`config.mk`:
```
export PLATFORM = sky130hd
export DESIGN_NAME = scmp_bus_responder
export DESIGN_NICKNAME = d
export VERILOG_FILES = /design/src/rtl/scmp_bus_pkg.sv /design/src/rtl/scmp_bus_responder_reg8.sv /design/src/rtl/scmp_bus_responder.sv
export SDC_FILE = /design/constraint.sdc
export NUM_CORES = 1
export LEC_CHECK = 0
export CAP_MARGIN = 20
export CORE_ASPECT_RATIO = 1.5
export CORE_UTILIZATION = 55
export DETAILED_ROUTE_END_ITERATION = 10
export DONT_BUFFER_PORTS = 1
export PLACE_DENSITY_LB_ADDON = 0.05
export RECOVER_POWER = 50
export SYNTH_ARGS = -nofsm -noshare
export SYNTH_HDL_FRONTEND = slang
export SYNTH_SLANG_ARGS = --single-unit
```
`constraint.sdc`:
```
create_clock -name clk -period 1.6 [get_ports clk]
set_clock_uncertainty 0.1 [all_clocks]
set_input_delay 0.24 -clock clk [delete_from_list [all_inputs] [get_ports clk]]
set_output_delay 0.24 -clock clk [all_outputs]
set_load 0.01 [all_outputs]
```
`src/rtl/scmp_bus_pkg.sv`:
```
// rtl/scmp_bus_pkg.sv - shared types and status-nibble encoding for the SC/MP bus responder
package scmp_bus_pkg;

  typedef enum logic [2:0] {
    IDLE   = 3'd0,
    FETCH  = 3'd1,
    RDY    = 3'd2,
    WAITWR = 3'd3,
    WRDONE = 3'd4
  } state_t;

  // Bit positions of the cycle status carried on D during the address strobe.
  localparam int ST_H = 7;
  localparam int ST_D = 6;
  localparam int ST_I = 5;
  localparam int ST_R = 4;

  typedef struct packed {
    logic       h;
    logic       d;
    logic       i;
    logic       r;
    logic [3:0] a_hi;
  } ads_status_t;

  // Compares only the address bits above the window; a 16-bit window matches everything.
  function automatic logic win_hit(input logic [15:0] a, input logic [15:0] base,
                                   input int win_bits);
    logic [15:0] mask;
    mask = (win_bits >= 16) ? 16'h0000 : (16'hFFFF << win_bits);
    return ((a ^ base) & mask) == 16'h0000;
  endfunction

endpackage

```
`src/rtl/scmp_bus_responder_reg8.sv`:
```
// rtl/scmp_bus_responder_reg8.sv - 8-bit enabled register with async active-low clear
module reg8 (
  input  logic       clk,
  input  logic       rst_n,
  input  logic       en,
  input  logic [7:0] d,
  output logic [7:0] q
);

  always_ff @(posedge clk or negedge rst_n) begin
    if (!rst_n) q <= 8'h00;
    else if (en) q <= d;
  end

endmodule

```
`src/rtl/scmp_bus_responder.sv`:
```
// rtl/scmp_bus_responder.sv - SC/MP external bus target: window decode, memory bridge, read drive
module scmp_bus_responder
  import scmp_bus_pkg::*;
#(
  parameter logic [15:0] BASE     = 16'h0000,
  parameter int          WIN_BITS = 12,
  parameter int          MEM_LAT  = 1
) (
  input  logic                clk,
  input  logic                rst_n,
  input  logic                ads_n,
  input  logic                rd_n,
  input  logic                wr_n,
  input  logic [11:0]         addr_i,
  input  logic [7:0]          d_i,
  output logic [7:0]          d_o,
  output logic                d_oe,
  output logic                sel,
  output logic [3:0]          cyc_flags,
  output logic                halt_pulse,
  output logic [WIN_BITS-1:0] mem_addr,
  output logic                mem_re,
  output logic                mem_we,
  output logic [7:0]          mem_wdata,
  input  logic [7:0]          mem_rdata,
  output logic                proto_err
);

  state_t      state_q, state_d;
  logic [2:0]  cnt_q, cnt_d;
  logic        rd_low_q, rd_low_d;
  logic        cyc_valid_q;
  logic        mem_re_d, mem_we_d, d_oe_d, capture, err_set;
  logic        ads, rd, wr, hit;
  logic [15:0] addr_in, addr16;
  logic [7:0]  ahi_q, alo_q, data_q;

  assign ads     = !ads_n;
  assign rd      = !rd_n;
  assign wr      = !wr_n;
  assign addr_in = {d_i[3:0], addr_i};
  assign hit     = win_hit(addr_in, BASE, WIN_BITS);

  reg8 u_addr_hi (.clk(clk), .rst_n(rst_n), .en(ads),     .d(addr_in[15:8]), .q(ahi_q));
  reg8 u_addr_lo (.clk(clk), .rst_n(rst_n), .en(ads),     .d(addr_in[7:0]),  .q(alo_q));
  reg8 u_data    (.clk(clk), .rst_n(rst_n), .en(capture), .d(mem_rdata),     .q(data_q));

  assign addr16   = {ahi_q, alo_q};
  assign mem_addr = addr16[WIN_BITS-1:0];
  // The cleared latch would decode as a hit, so sel also waits for a first address phase.
  assign sel      = cyc_valid_q & win_hit(addr16, BASE, WIN_BITS);

  always_ff @(posedge clk or negedge rst_n) begin
    if (!rst_n) state_q <= IDLE;
    else        state_q <= state_d;
  end

  always_comb begin
    state_d  = state_q;
    cnt_d    = cnt_q;
    rd_low_d = rd_low_q;
    mem_re_d = 1'b0;
    mem_we_d = 1'b0;
    d_oe_d   = 1'b0;
    capture  = 1'b0;
    err_set  = 1'b0;
    if (ads) begin
      // Address phase overrides whatever cycle was in flight.
      err_set  = rd | wr;
      rd_low_d = 1'b0;
      if (!hit) begin
        state_d = IDLE;
      end else if (d_i[ST_R]) begin
        state_d  = FETCH;
        mem_re_d = 1'b1;
      end else begin
        state_d = WAITWR;
      end
    end else begin
      if (rd && wr) err_set = 1'b1;
      case (state_q)
        FETCH: begin
          if (rd || wr) err_set = 1'b1;
          if (mem_re) begin
            cnt_d = 3'(MEM_LAT - 1);
          end else if (cnt_q == 3'd0) begin
            capture = 1'b1;
            state_d = RDY;
          end else begin
            cnt_d = cnt_q - 3'd1;
          end
        end
        RDY: begin
          if (wr) err_set = 1'b1;
          d_oe_d = rd;
          if (rd)            rd_low_d = 1'b1;
          else if (rd_low_q) state_d  = IDLE;
        end
        WAITWR: begin
          if (rd) err_set = 1'b1;
          if (wr && !rd) begin
            mem_we_d = 1'b1;
            state_d  = WRDONE;
          end
        end
        WRDONE: begin
          if (!wr) state_d = IDLE;
        end
        default: ;
      endcase
    end
  end

  always_ff @(posedge clk or negedge rst_n) begin
    if (!rst_n) begin
      cnt_q       <= 3'd0;
      rd_low_q    <= 1'b0;
      cyc_valid_q <= 1'b0;
      mem_re      <= 1'b0;
      mem_we      <= 1'b0;
      mem_wdata   <= 8'h00;
      d_oe        <= 1'b0;
      d_o         <= 8'h00;
      cyc_flags   <= 4'h0;
      halt_pulse  <= 1'b0;
      proto_err   <= 1'b0;
    end else begin
      cnt_q      <= cnt_d;
      rd_low_q   <= rd_low_d;
      mem_re     <= mem_re_d;
      mem_we     <= mem_we_d;
      d_oe       <= d_oe_d;
      d_o        <= data_q;
      halt_pulse <= ads & d_i[ST_H];
      if (mem_we_d) mem_wdata <= d_i;
      if (ads) begin
        cyc_flags   <= d_i[ST_H:ST_R];
        cyc_valid_q <= 1'b1;
      end
      if (err_set) proto_err <= 1'b1;
    end
  end

endmodule

```
==> results.txt <==
- Crit path arrival time: 1.63 ns
* Number of antenna diodes: 0
- Across all setup checks in the final design, the least slack found is 0.0770 ns.
* Sequential area share after synthesis: 62.0%
- Dividing total power by cell area gives a power density of 1100 nW/µm².
* Critical Path Source: cnt_q[0]
* Type of the worst setup path: reg2reg
- Global routing used 23.6% of the available tracks across all layers.
* Hold_ws: -0.502 ns
- In the global route stage, met1 resource usage came out at 27.0%.
- Maximum fanout count along the critical path: 8
* Number of synthesized flops with an enable pin: 0
- The analysis attributes to cell leakage a power of 1.33 nW.
- First-pass GRT wire length: 7090 µm
- For this run, the number of Yosys warnings is 0.
* Share of layout cells above drive strength 1: 28.9%
- Antenna violations before repair: 0
* Clock-pin slew of the registers on the worst-case setup and hold paths: 0.07 ns
- Critical path endpoint category: register
- Critical path's slowest cell: dfrtp_1
- The clock period could shrink to 1.52 ns.
- Once detailed placement completed, the half-perimeter wirelength came to 2700 µm.
- Share of the clock period used by the worst path after layout: 95.2%
* Transition time at the pin with the least slew margin: 0.652 ns
- Clock root buffer: clkbuf_8
- Sequential Area: 1430 µm²
- I/O Pins: 71
- Layout overhead on the synthesized area: 29.5%
- Critical Path Max Stage Delay: 0.38 ns
- Final setup violating endpoints: 0
- Routed wire length: 4760 µm
* Final Instance Area: 2980 µm²
- Measured against its own limit, the worst slew margin works out to 56.4%.
- Worst skew pair latency: 0.33 ns
- Via count of the first global-routing pass: 1511
- In this run the remaining antenna-violating nets after routing total 0.
- Using the TritonRoute via totals, the vias-per-cell ratio works out to 5.48.
- Area of the core: 3990 µm²
- Summing over every cut layer, the via total after detailed routing is 1440.
- Share of synthesized registers carrying an async set or reset: 100%
- Starting Density: 57.6%
* Main flop type after synthesis: dfrtp_1
- Summing every instance area after synthesis gives 2300 µm².
* Class of the tightest hold or removal check: in2async
- At the placement stage, the worst setup path has a slack of -0.0531 ns.
- Number of violations reported at the end of detailed-routing iteration 0: 20
* Site row count: 28
- The number of buffers and inverters on the critical path is 1.
- Number of H-tree levels: 3
- Req. time, crit path: 1.71 ns
* Failing checks: negative hold slack
- Die boundary height: 81.2 µm
- The clock drives 57 sinks.
- Port Buffers: 0
- The worst register-to-register path begins at cnt_q[0].
* Maximum Capacitance Violations: 0
- # hold bufs at CTS: 43
* Fill count: 267
- Dominant delay contributor by cell family on the critical path: adder cells
- After detailed routing, the number of remaining DRC violations is 0.
* GRT met2 Usage: 37.8%
- At the end of the flow, the number of nets in the layout was 248.
- The clock passes through at most 2 buffers.
- The number of nets in the synthesized netlist is 197.
- Entering global routing, the biggest net connects 58 pins.
- Counting every instance in the synthesized netlist gives 162.
* Number of register bits inferred by synthesis: 57
- The worst-case IR drop observed on VDD is 1150 µV.
- Sort of element at the start of the critical path: register
- Congestion Overflow GR: 0
- Routed wire length per instance: 18.1 µm
- Once placement finished, the instance area stood at 2340 µm².
* Multi-input gate area: 825 µm²
* Syn Area/Cell: 14.2 µm²
- Number of hold violations in the final report: 57
- Cts bufs inserted: 9
- The signal on the critical path passes through inv_1 > ha_2 > ha_4 > nand2_4 > mux2_1.
- Met3 routing resource usage after global routing: 8.61%
- TritonCTS built the clock tree.
- The first detailed-routing pass took 4 iterations.
- The die covers 4450 µm².
- Library cells used by synthesis: 39
- The number of pins with negative max-slew slack in the final report was 0.
* Result of the run: finished, violations left
- In the final timing run, aggregate negative setup slack is 0 ns.
- Weighted congestion reported at the end of routability-driven placement: 0.793
* Die width: 54.8 µm
* Max Clk Rate: 657 MHz
- The layer flagged by global routing as most heavily used is met2.
## Yosys cell counts (all sizes together), types with 2 or more instances
master	n	area share, %
dfrtp	57	62
clkbuf	2	0.33
ha	2	1.1
a21o	3	0.98
nor2b	2	0.54
mux2	35	18
nor4	2	0.54
nor2	3	0.49
and3	2	0.54
inv	7	1.1
nor3	4	1.6
nand2b	3	1.1
o21ai	8	1.7
a21oi	3	0.65
buf	7	2.5
nand2	9	1.7
## worst register-to-register path: cells and delay by family, from the launching register on
family | cells | cell delay, ns
fa+ha+maj | 2 | 0.39
buf+inv | 1 | 0.07
flops | 1 | 0.38
mux | 1 | 0.35
simple gates | 1 | 0.12
## timing repair
item,in CTS,in global routing
setup endpoints to repair,9,4
hold endpoints to repair,100,57
buffers inserted,0,0
pin swaps,0,2
cloned,0,0
gates resized for setup,2,6
## sequential cells by signal, indices dropped and copies added (netlist names)
register     count
d_o              8
mem_wdata        8
u_addr_hi.q      8
u_addr_lo.q      8
u_data.q         8
cyc_flags        4
cnt_q            3
state_q          3
cyc_valid_q      1
d_oe             1
halt_pulse       1
mem_re           1
mem_we           1
proto_err        1
rd_low_q         1
## per-layer routing
layer  part of all wire [%]  vias up
met5                      0        -
met4                    1.3        0
met3                    6.0        9
met2                     51       51
met1                     41      713
li1                       -      667
## area by class of cell
type	instances	area share, %
repair buffers	49	16.0
well taps	45	1.89
flip-flops and latches	57	47.9
clock buffers	9	4.16
clock inverters	7	1.60
inverters	7	0.882
multi-input cells	89	27.7
## placed cells by master (no fill, tap or decap), types with 5 or more instances in the layout
master	instances
dfrtp_1	57
dlygate4sd3_1	43
mux2_2	19
clkbuf_8	9
mux2_1	8
mux2_4	8
nand2_1	7
inv_1	6
buf_4	6
o21ai_0	5
## path summary, 6_finish.rpt
| check | end | slack [ns] | cells past startpoint |
|---|---|---|---|
| setup / recovery | u_data.q[0] | 0.08 | 5 |
| hold / removal | d_o[4] | -0.50 | 0 |
| max in group asynchronous | proto_err | 1.80 | 0 |
| setup reg to reg | u_data.q[0] | 0.08 | 5 |
| min in group clk | state_q[0] | 0.04 | 2 |
| hold reg to reg | d_o[6] | 0.27 | 0 |
## through the flow
step                      hold WS, ns  cells  utilization [%]  total power [W]
after CTS                      -0.516    263             73.8          0.00330
after global routing           -0.524    263             74.6          0.00342
after floorplan                -0.156    162                -          0.00202
final                          -0.502    263             74.6          0.00329
after detailed placement       -0.155    204             58.6          0.00206
after global placement         -0.155    204             58.6          0.00205
## power breakdown
| part | switching [W] | internal, W |
|---|---|---|
| sequential | 0.000178 | 0.00165 |
| combinational | 0.000107 | 0.000218 |
| clock | 0.000588 | 0.000556 |
## cells by family (layout without fill, tap and decap cells)
family	count (synthesis)	count (layout)	share of synthesized area, %
DFF	57	57	62.0
muxes	35	35	18.4
and+or+nand+nor	32	32	8.86
AOI/OAI and AO/OA	20	20	5.71
buffers and inverters	16	72	3.97
adders and majority gates	2	2	1.09
No activity file was read; power rests on OpenSTA's default activity.
